**config.mk**
```make
export PLATFORM = sky130hd
export DESIGN_NAME = bsg_rr_burst_lock_arb
export DESIGN_NICKNAME = d
export VERILOG_FILES = /design/src/rtl/bsg_arb_pkg.sv /design/src/rtl/bsg_rr_priority_select.sv /design/src/rtl/bsg_rr_burst_lock_arb.sv
export SDC_FILE = /design/constraint.sdc
export NUM_CORES = 1
export LEC_CHECK = 0
export CORE_MARGIN = 2
export CORE_UTILIZATION = 45
export CTS_CLUSTER_DIAMETER = 40
export DETAILED_ROUTE_END_ITERATION = 12
export GPL_ROUTABILITY_DRIVEN = 0
export PLACE_DENSITY = 0.8
export SYNTH_ARGS = -nofsm -noshare
export SYNTH_HDL_FRONTEND = slang
export SYNTH_HIERARCHICAL = 1
export SYNTH_SLANG_ARGS = --single-unit
```
**constraint.sdc**
```tcl
create_clock -name clk_i -period 11.87 [get_ports clk_i]
set_input_delay 2.374 -clock clk_i [delete_from_list [all_inputs] [get_ports clk_i]]
set_output_delay 2.374 -clock clk_i [all_outputs]
set_load 0.05 [all_outputs]
```
**src/rtl/bsg_arb_pkg.sv**
```systemverilog
// -----------------------------------------------------------------------------
// bsg_arb_pkg
// Shared definitions for the packet-granular round-robin burst-lock arbiter.
//   arb_state_e   : arbiter FSM states (idle / locked on one source)
//   arb_tag_width : width of a requester index, $clog2(n), at least one bit
// No ports (package).
// -----------------------------------------------------------------------------
package bsg_arb_pkg;

    typedef enum logic [0:0] {
        e_idle   = 1'b0,
        e_locked = 1'b1
    } arb_state_e;

    function automatic int unsigned arb_tag_width(input int unsigned n);
        return (n > 32'd1) ? 32'($clog2(n)) : 32'd1;
    endfunction

endpackage

```
**src/rtl/bsg_rr_priority_select.sv**
```systemverilog
// -----------------------------------------------------------------------------
// bsg_rr_priority_select
// Combinational round-robin pick. Priority starts one position after the
// previous winner (wrapping at inputs_p). Built as rotate, fixed-priority
// encode (lowest index wins), then unrotate.
// Ports:
//   v_i        in   inputs_p     request vector
//   last_i     in   tag_width_p  index of the previous winner
//   one_hot_o  out  inputs_p     one-hot winner, all zero when no request
//   tag_o      out  tag_width_p  index of the winner, zero when no request
// -----------------------------------------------------------------------------
module bsg_rr_priority_select
    import bsg_arb_pkg::*;
#(
    parameter int unsigned inputs_p    = 4,
    parameter int unsigned tag_width_p = arb_tag_width(inputs_p)
) (
    input  logic [inputs_p-1:0]    v_i,
    input  logic [tag_width_p-1:0] last_i,
    output logic [inputs_p-1:0]    one_hot_o,
    output logic [tag_width_p-1:0] tag_o
);

    // Modulo-inputs_p addition, so non-power-of-two requester counts wrap correctly.
    function automatic logic [tag_width_p-1:0] wrap_add(input int unsigned a, input int unsigned b);
        int unsigned s;
        s = (a + b) % inputs_p;
        return s[tag_width_p-1:0];
    endfunction

    logic [tag_width_p-1:0] start_s;
    logic [inputs_p-1:0]    rot_s;
    logic [tag_width_p-1:0] win_rot_s;
    logic                   any_s;

    // Highest priority goes to the requester just after the previous winner.
    always_comb begin
        start_s = wrap_add(32'(last_i), 32'd1);
    end

    // Rotate so the highest-priority requester lands on bit 0.
    always_comb begin
        rot_s = '0;
        for (int unsigned k = 0; k < inputs_p; k++) begin
            rot_s[k] = v_i[wrap_add(k, 32'(start_s))];
        end
    end

    // Fixed-priority encode of the rotated vector: lowest set bit wins.
    always_comb begin
        win_rot_s = '0;
        for (int k = int'(inputs_p) - 1; k >= 0; k--) begin
            if (rot_s[k]) begin
                win_rot_s = tag_width_p'(k);
            end else begin
                win_rot_s = win_rot_s;
            end
        end
    end

    // Unrotate back to a requester index and decode to one-hot.
    always_comb begin
        any_s     = |v_i;
        tag_o     = '0;
        one_hot_o = '0;
        if (any_s) begin
            tag_o            = wrap_add(32'(win_rot_s), 32'(start_s));
            one_hot_o[tag_o] = 1'b1;
        end else begin
            tag_o     = '0;
            one_hot_o = '0;
        end
    end

endmodule

```
**src/rtl/bsg_rr_burst_lock_arb.sv**
```systemverilog
// -----------------------------------------------------------------------------
// bsg_rr_burst_lock_arb
// Round-robin arbiter sharing one downstream channel between inputs_p
// requesters at packet granularity. The grant is held from a packet's header
// beat through its last beat so bursts never interleave. Valid/yumi
// handshakes on both sides; zero-cycle latency from v_i to v_o.
//
// Optional feature, macro BSG_RR_ARB_WATCHDOG_EN: a starvation watchdog that
// releases a lock whose source stays silent for timeout_p cycles and raises
// a sticky error_o. Without the macro the lock is held indefinitely and
// error_o is tied low.
//
// Ports:
//   clk_i          in   1                      clock
//   reset_i        in   1                      synchronous active-high reset
//   v_i            in   inputs_p               requester has a beat
//   len_i          in   inputs_p*len_width_p   per-requester beats-1 (header only)
//   yumi_o         out  inputs_p               beat from requester i consumed
//   v_o            out  1                      beat presented downstream
//   sel_one_hot_o  out  inputs_p               one-hot data mux select
//   tag_o          out  $clog2(inputs_p)       selected requester index
//   last_o         out  1                      presented beat ends its packet
//   yumi_i         in   1                      downstream consumes the beat
//   error_o        out  1                      sticky watchdog error
// -----------------------------------------------------------------------------
module bsg_rr_burst_lock_arb
    import bsg_arb_pkg::*;
#(
    parameter  int unsigned inputs_p     = 4,
    parameter  int unsigned len_width_p  = 4,
    parameter  int unsigned timeout_p    = 16,
    localparam int unsigned tag_width_lp = arb_tag_width(inputs_p)
) (
    input  logic                            clk_i,
    input  logic                            reset_i,
    input  logic [inputs_p-1:0]             v_i,
    input  logic [inputs_p*len_width_p-1:0] len_i,
    output logic [inputs_p-1:0]             yumi_o,
    output logic                            v_o,
    output logic [inputs_p-1:0]             sel_one_hot_o,
    output logic [tag_width_lp-1:0]         tag_o,
    output logic                            last_o,
    input  logic                            yumi_i,
    output logic                            error_o
);

    arb_state_e              state_q, state_d;
    logic [len_width_p-1:0]  cnt_q, cnt_d;
    logic [tag_width_lp-1:0] lock_q, lock_d;
    logic [tag_width_lp-1:0] last_q, last_d;

    logic [len_width_p-1:0]  len_a_s [inputs_p];
    logic [inputs_p-1:0]     pick_oh_s;
    logic [tag_width_lp-1:0] pick_tag_s;
    logic [len_width_p-1:0]  pick_len_s;
    logic                    lock_v_s;
    logic                    v_s;
    logic                    last_s;
    logic                    fire_s;
    logic [inputs_p-1:0]     sel_s;
    logic [tag_width_lp-1:0] tag_s;
    logic                    trip_s;

    bsg_rr_priority_select #(
        .inputs_p    (inputs_p),
        .tag_width_p (tag_width_lp)
    ) pick (
        .v_i       (v_i),
        .last_i    (last_q),
        .one_hot_o (pick_oh_s),
        .tag_o     (pick_tag_s)
    );

    // Split the flat length bus into one field per requester.
    always_comb begin
        for (int unsigned i = 0; i < inputs_p; i++) begin
            len_a_s[i] = len_i[i*len_width_p +: len_width_p];
        end
    end

    // Length of the idle-state winner and validity of the locked source.
    always_comb begin
        pick_len_s = len_a_s[pick_tag_s];
        lock_v_s   = v_i[lock_q];
    end

    // Downstream presentation: idle follows the round-robin pick, locked is
    // pinned to the owner even while it bubbles; everything quiet in reset.
    always_comb begin
        v_s    = 1'b0;
        sel_s  = '0;
        tag_s  = '0;
        last_s = 1'b0;
        if (reset_i) begin
            v_s    = 1'b0;
            sel_s  = '0;
            tag_s  = '0;
            last_s = 1'b0;
        end else begin
            case (state_q)
                e_idle: begin
                    v_s    = |v_i;
                    sel_s  = pick_oh_s;
                    tag_s  = pick_tag_s;
                    last_s = (|v_i) && (pick_len_s == '0);
                end
                e_locked: begin
                    v_s           = lock_v_s;
                    sel_s[lock_q] = 1'b1;
                    tag_s         = lock_q;
                    last_s        = lock_v_s && (cnt_q == len_width_p'(1));
                end
                default: begin
                    v_s    = 1'b0;
                    sel_s  = '0;
                    tag_s  = '0;
                    last_s = 1'b0;
                end
            endcase
        end
    end

    // A yumi_i with nothing presented is ignored, so fire needs v_s.
    assign fire_s        = v_s & yumi_i;
    assign v_o           = v_s;
    assign sel_one_hot_o = sel_s;
    assign tag_o         = tag_s;
    assign last_o        = last_s;
    assign yumi_o        = sel_s & {inputs_p{fire_s}};

`ifdef BSG_RR_ARB_WATCHDOG_EN
    localparam int unsigned starve_width_lp = arb_tag_width(timeout_p) + 32'd1;
    localparam logic [starve_width_lp-1:0] starve_max_lp = starve_width_lp'(timeout_p - 32'd1);

    logic [starve_width_lp-1:0] starve_q, starve_d;
    logic                       error_q, error_d;

    // Count consecutive silent cycles of the locked source; trip on the last one.
    always_comb begin
        starve_d = starve_q;
        error_d  = error_q;
        trip_s   = 1'b0;
        if ((state_q == e_locked) && !lock_v_s) begin
            if (starve_q == starve_max_lp) begin
                trip_s   = 1'b1;
                error_d  = 1'b1;
                starve_d = '0;
            end else begin
                starve_d = starve_q + starve_width_lp'(1);
            end
        end else begin
            starve_d = '0;
        end
    end

    // Watchdog state registers.
    always_ff @(posedge clk_i) begin
        if (reset_i) begin
            starve_q <= '0;
            error_q  <= 1'b0;
        end else begin
            starve_q <= starve_d;
            error_q  <= error_d;
        end
    end

    assign error_o = error_q;
`else
    localparam int unsigned unused_timeout_lp = timeout_p;

    assign trip_s  = 1'b0;
    assign error_o = 1'b0;
`endif

    // FSM next state: header beats open a lock, the final beat releases it.
    always_comb begin
        state_d = state_q;
        cnt_d   = cnt_q;
        lock_d  = lock_q;
        last_d  = last_q;
        case (state_q)
            e_idle: begin
                if (fire_s) begin
                    if (pick_len_s == '0) begin
                        last_d = pick_tag_s;
                    end else begin
                        lock_d  = pick_tag_s;
                        cnt_d   = pick_len_s;
                        state_d = e_locked;
                    end
                end else begin
                    state_d = e_idle;
                end
            end
            e_locked: begin
                if (trip_s) begin
                    // Abandon the rest of the packet.
                    last_d  = lock_q;
                    cnt_d   = '0;
                    state_d = e_idle;
                end else if (fire_s) begin
                    cnt_d = cnt_q - len_width_p'(1);
                    if (cnt_q == len_width_p'(1)) begin
                        last_d  = lock_q;
                        state_d = e_idle;
                    end else begin
                        state_d = e_locked;
                    end
                end else begin
                    state_d = e_locked;
                end
            end
            default: begin
                state_d = e_idle;
            end
        endcase
    end

    // FSM and arbitration state registers.
    always_ff @(posedge clk_i) begin
        if (reset_i) begin
            state_q <= e_idle;
            cnt_q   <= '0;
            lock_q  <= '0;
            last_q  <= '0;
        end else begin
            state_q <= state_d;
            cnt_q   <= cnt_d;
            lock_q  <= lock_d;
            last_q  <= last_d;
        end
    end

endmodule
```
==> insert_results.sql <==
INSERT INTO impl_metrics (metric_group, metric, value, unit) VALUES
('sta', 'timing_worst_slew_pin_value', '0.840', 'ns'),
('power', 'standby_leakage_power', '0.559', 'nW'),
('die', 'io-pin-count', '36', ''),
('sta', 'layout_setup_ws', '2.65', 'ns'),
('routing', 'viasPerCell', '5.80', ''),
('sta', 'layout_min_cycle_time', '9.22', 'ns'),
('place', 'place.detailed.hpwl', '2120', 'µm'),
('sta', 'slew_violations', '0', ''),
('yosys', 'synth_compound_gate_area_share', '0.185', ''),
('clock_network', 'numClockSinks', '9', ''),
('critical_path', 'critical_path.endpoint', 'last_o', ''),
('grt', 'groute.usage.overall', '0.201', ''),
('yosys', 'synth-seq-cells', '9', ''),
('yosys', 'combinational_family_with_the_most_area_after_synthesis', 'simple AND/OR/NAND/NOR gates', ''),
('yosys', 'synthMuxAreaShare', '0.236', ''),
('final_layout', 'antennaDiodeCount', '0', ''),
('final_layout', 'finish.cell_count_without_fillers', '197', ''),
('outcome', 'status', 'complete, no violations', ''),
('die', 'floorplan.core_area', '0.00245', 'mm²'),
('clock_network', 'htreeDepth', '1', ''),
('final_layout', 'most_common_cell_after_layout_fill_and_taps_aside', 'sky130_fd_sc_hd__clkdlybuf4s50_1', ''),
('clock_network', 'postCtsResizedCells', '0', ''),
('critical_path', 'timing.setup.critical_path_class', 'in2out', ''),
('sta', 'final.hold.worst_slack', '0.518', 'ns'),
('clock_network', 'worst_setup_hold_path_clk_slew', '0.06', 'ns'),
('grt', 'grt_start_max_net_pins', '23', ''),
('sta', 'hold_viol_final', '0', ''),
('critical_path', 'reg2reg_setup_slack', '8.07', 'ns'),
('critical_path', 'cp-start-kind', 'primary input', ''),
('die', 'die_width', '54.6', 'µm'),
('yosys', 'syn_area_per_cell', '8.34', 'µm²'),
('yosys', 'asyncSetResetFlopFracSynth', '0', ''),
('sta', 'timing.fmax', '108', 'MHz'),
('critical_path', 'reg2reg_to', 'last_q[0]', ''),
('final_layout', 'fin_util', '0.605', ''),
('final_layout', 'final.fill_count', '220', ''),
('sta', 'grt_setup_unrepaired', 'no', ''),
('yosys', 'synth_edf_count', '0', ''),
('grt', 'antenna_found_initial', '0', ''),
('sta', 'skew', '0.00270', 'ns'),
('yosys', 'yosys.area_share.xor_xnor', '0.0228', ''),
('yosys', 'synth_warnings', '6', ''),
('routing', 'drt-initial-drc-count', '22', ''),
('critical_path', 'reg2regPathDepth', '12', ''),
('routing', 'wl', '2680', 'µm'),
('yosys', 'post_synth_inst_count', '138', ''),
('sta', 'fin_setup_tns', '0', 'ns'),
('grt', 'grt_pass1_wl', '4310', 'µm'),
('critical_path', 'critical_path.endpoint_type', 'output pin', ''),
('yosys', 'netlist-cell-type-count', '50', ''),
('final_layout', 'mostFrequentLayoutCells', 'sky130_fd_sc_hd__clkdlybuf4s50_1, sky130_fd_sc_hd__nor2_1, sky130_fd_sc_hd__mux2i_1', ''),
('yosys', 'post_synth_and_or_nand_nor_area_fraction', '0.287', ''),
('power', 'power.density_cell_area', '84.2', 'mW/mm²'),
('routing', 'dr.pass1.iters', '5', ''),
('final_layout', 'synthToLayoutAreaGrowth', '29.0', '%'),
('yosys', 'syn_area', '0.00115', 'mm²'),
('final_layout', 'non_filler_cell_area_final', '0.00149', 'mm²'),
('final_layout', 'layout.nets', '194', ''),
('clock_network', 'worstSkewPairLatency', '0.26', 'ns'),
('die', 'initial_core_util', '0.469', ''),
('critical_path', 'setup.worst_path.start', 'v_i[3]', ''),
('yosys', 'yosys.area_share.adder', '0.0326', ''),
('clock_network', 'clockRootBuffer', 'sky130_fd_sc_hd__clkbuf_4', ''),
('clock_network', 'clock_path_buffers', '2', ''),
('clock_network', 'tritoncts', 'built', ''),
('worst_hold_path', 'min_path_type', 'reg2reg', ''),
('grt', 'number_of_global_route_vias_before_repair', '998', ''),
('power', 'worst_vdd_drop', '55.4', 'µV'),
('place', 'dp_cells', '193', ''),
('critical_path', 'cp_data_required_time', '9.50', 'ns'),
('sta', 'timing.slew.headroom', '0.439', '');
==> how the worst min path moves through the flow <==
stage,from,to,slack [ns],depth (start not counted)
2_1_floorplan,cnt_q[1],cnt_q[1],0.47,2
3_5_place_dp,cnt_q[1],cnt_q[1],0.51,2
5_1_grt,cnt_q[1],cnt_q[1],0.54,2
4_1_cts,cnt_q[1],cnt_q[1],0.52,2
3_3_place_gp,cnt_q[1],cnt_q[1],0.49,2
6_report,cnt_q[1],cnt_q[1],0.52,2
==> per-layer routing <==
| metal | track usage | vias to the layer above | part of all wire |
|---|---|---|---|
| li1 | - | 564 | - |
| met1 | 0.257 | 532 | 0.45 |
| met2 | 0.335 | 42 | 0.48 |
| met3 | 0.0492 | 4 | 0.071 |
| met4 | 0.0583 | 0 | 0.0063 |
| met5 | 0 | - | 0 |
==> registers in the layout, indices dropped and copies added (netlist names) <==
| signal | flops |
|---|---|
| last_q | 2 |
| lock_q | 2 |
| cnt_q | 4 |
| state_q | 1 |
==> critical path: stages <==
cell and delay (ns):
sky130_fd_sc_hd__clkdlybuf4s50_1 0.59, sky130_fd_sc_hd__or4_2 0.71, sky130_fd_sc_hd__o2111ai_1 0.11, sky130_fd_sc_hd__ha_1 0.19, sky130_fd_sc_hd__xnor2_1 0.18, sky130_fd_sc_hd__xor2_1 0.27
sky130_fd_sc_hd__nor2_1 0.07, sky130_fd_sc_hd__mux2_4 0.32, sky130_fd_sc_hd__mux4_2 0.34, sky130_fd_sc_hd__or3_2 0.51, sky130_fd_sc_hd__nor2_1 0.15, sky130_fd_sc_hd__a22oi_1 0.11
sky130_fd_sc_hd__nor2_1 0.11, sky130_fd_sc_hd__clkdlybuf4s50_1 0.82
==> synth_stat cells (2+ instances only) <==
cell	number	area, µm²
sky130_fd_sc_hd__nor2_1	24	90.1
sky130_fd_sc_hd__mux2i_1	11	110
sky130_fd_sc_hd__dfxtp_1	9	180
sky130_fd_sc_hd__nand2_1	9	33.8
sky130_fd_sc_hd__o21ai_0	5	25.0
sky130_fd_sc_hd__a21oi_1	4	20.0
sky130_fd_sc_hd__buf_6	4	45.0
sky130_fd_sc_hd__inv_1	4	15.0
sky130_fd_sc_hd__mux4_2	4	90.1
sky130_fd_sc_hd__nor3_1	4	20.0
sky130_fd_sc_hd__and2b_1	3	22.5
sky130_fd_sc_hd__ha_1	3	37.5
sky130_fd_sc_hd__mux2_4	3	45.0
sky130_fd_sc_hd__nor4_1	3	18.8
sky130_fd_sc_hd__a211oi_1	2	15.0
sky130_fd_sc_hd__a221oi_1	2	17.5
sky130_fd_sc_hd__a31oi_1	2	12.5
sky130_fd_sc_hd__and2_1	2	12.5
sky130_fd_sc_hd__buf_2	2	10.0
sky130_fd_sc_hd__clkbuf_1	2	7.51
sky130_fd_sc_hd__nand2b_1	2	12.5
sky130_fd_sc_hd__nand3b_1	2	15.0
sky130_fd_sc_hd__o211ai_1	2	15.0
sky130_fd_sc_hd__o32ai_2	2	32.5
sky130_fd_sc_hd__or2_2	2	12.5
sky130_fd_sc_hd__xnor2_1	2	17.5
==> kinds of logic after synthesis <==
family / count (synthesis)
xor+xnor: 3
fa+ha+maj: 3
simple gates: 63
other cells: 1
compound gates: 26
buf+inv: 14
mux: 19
flops: 9
==> power breakdown <==
group          total (mW)  leakage, nW  switching [mW]  internal (mW)
combinational      0.0641        0.470          0.0348         0.0293
sequential         0.0368       0.0736         0.00439         0.0324
clock              0.0241       0.0150          0.0111         0.0130
total               0.125        0.559          0.0503         0.0747
==> area by class of cell <==
class	count	area (µm²)	area share
multi-input cells	115	882	0.594
repair buffers	34	340	0.229
flip-flops and latches	9	180	0.121
well taps	30	37.5	0.0253
clock buffers	4	26.3	0.0177
inverters	5	18.8	0.0126
No activity file was read; power rests on OpenSTA's default activity.
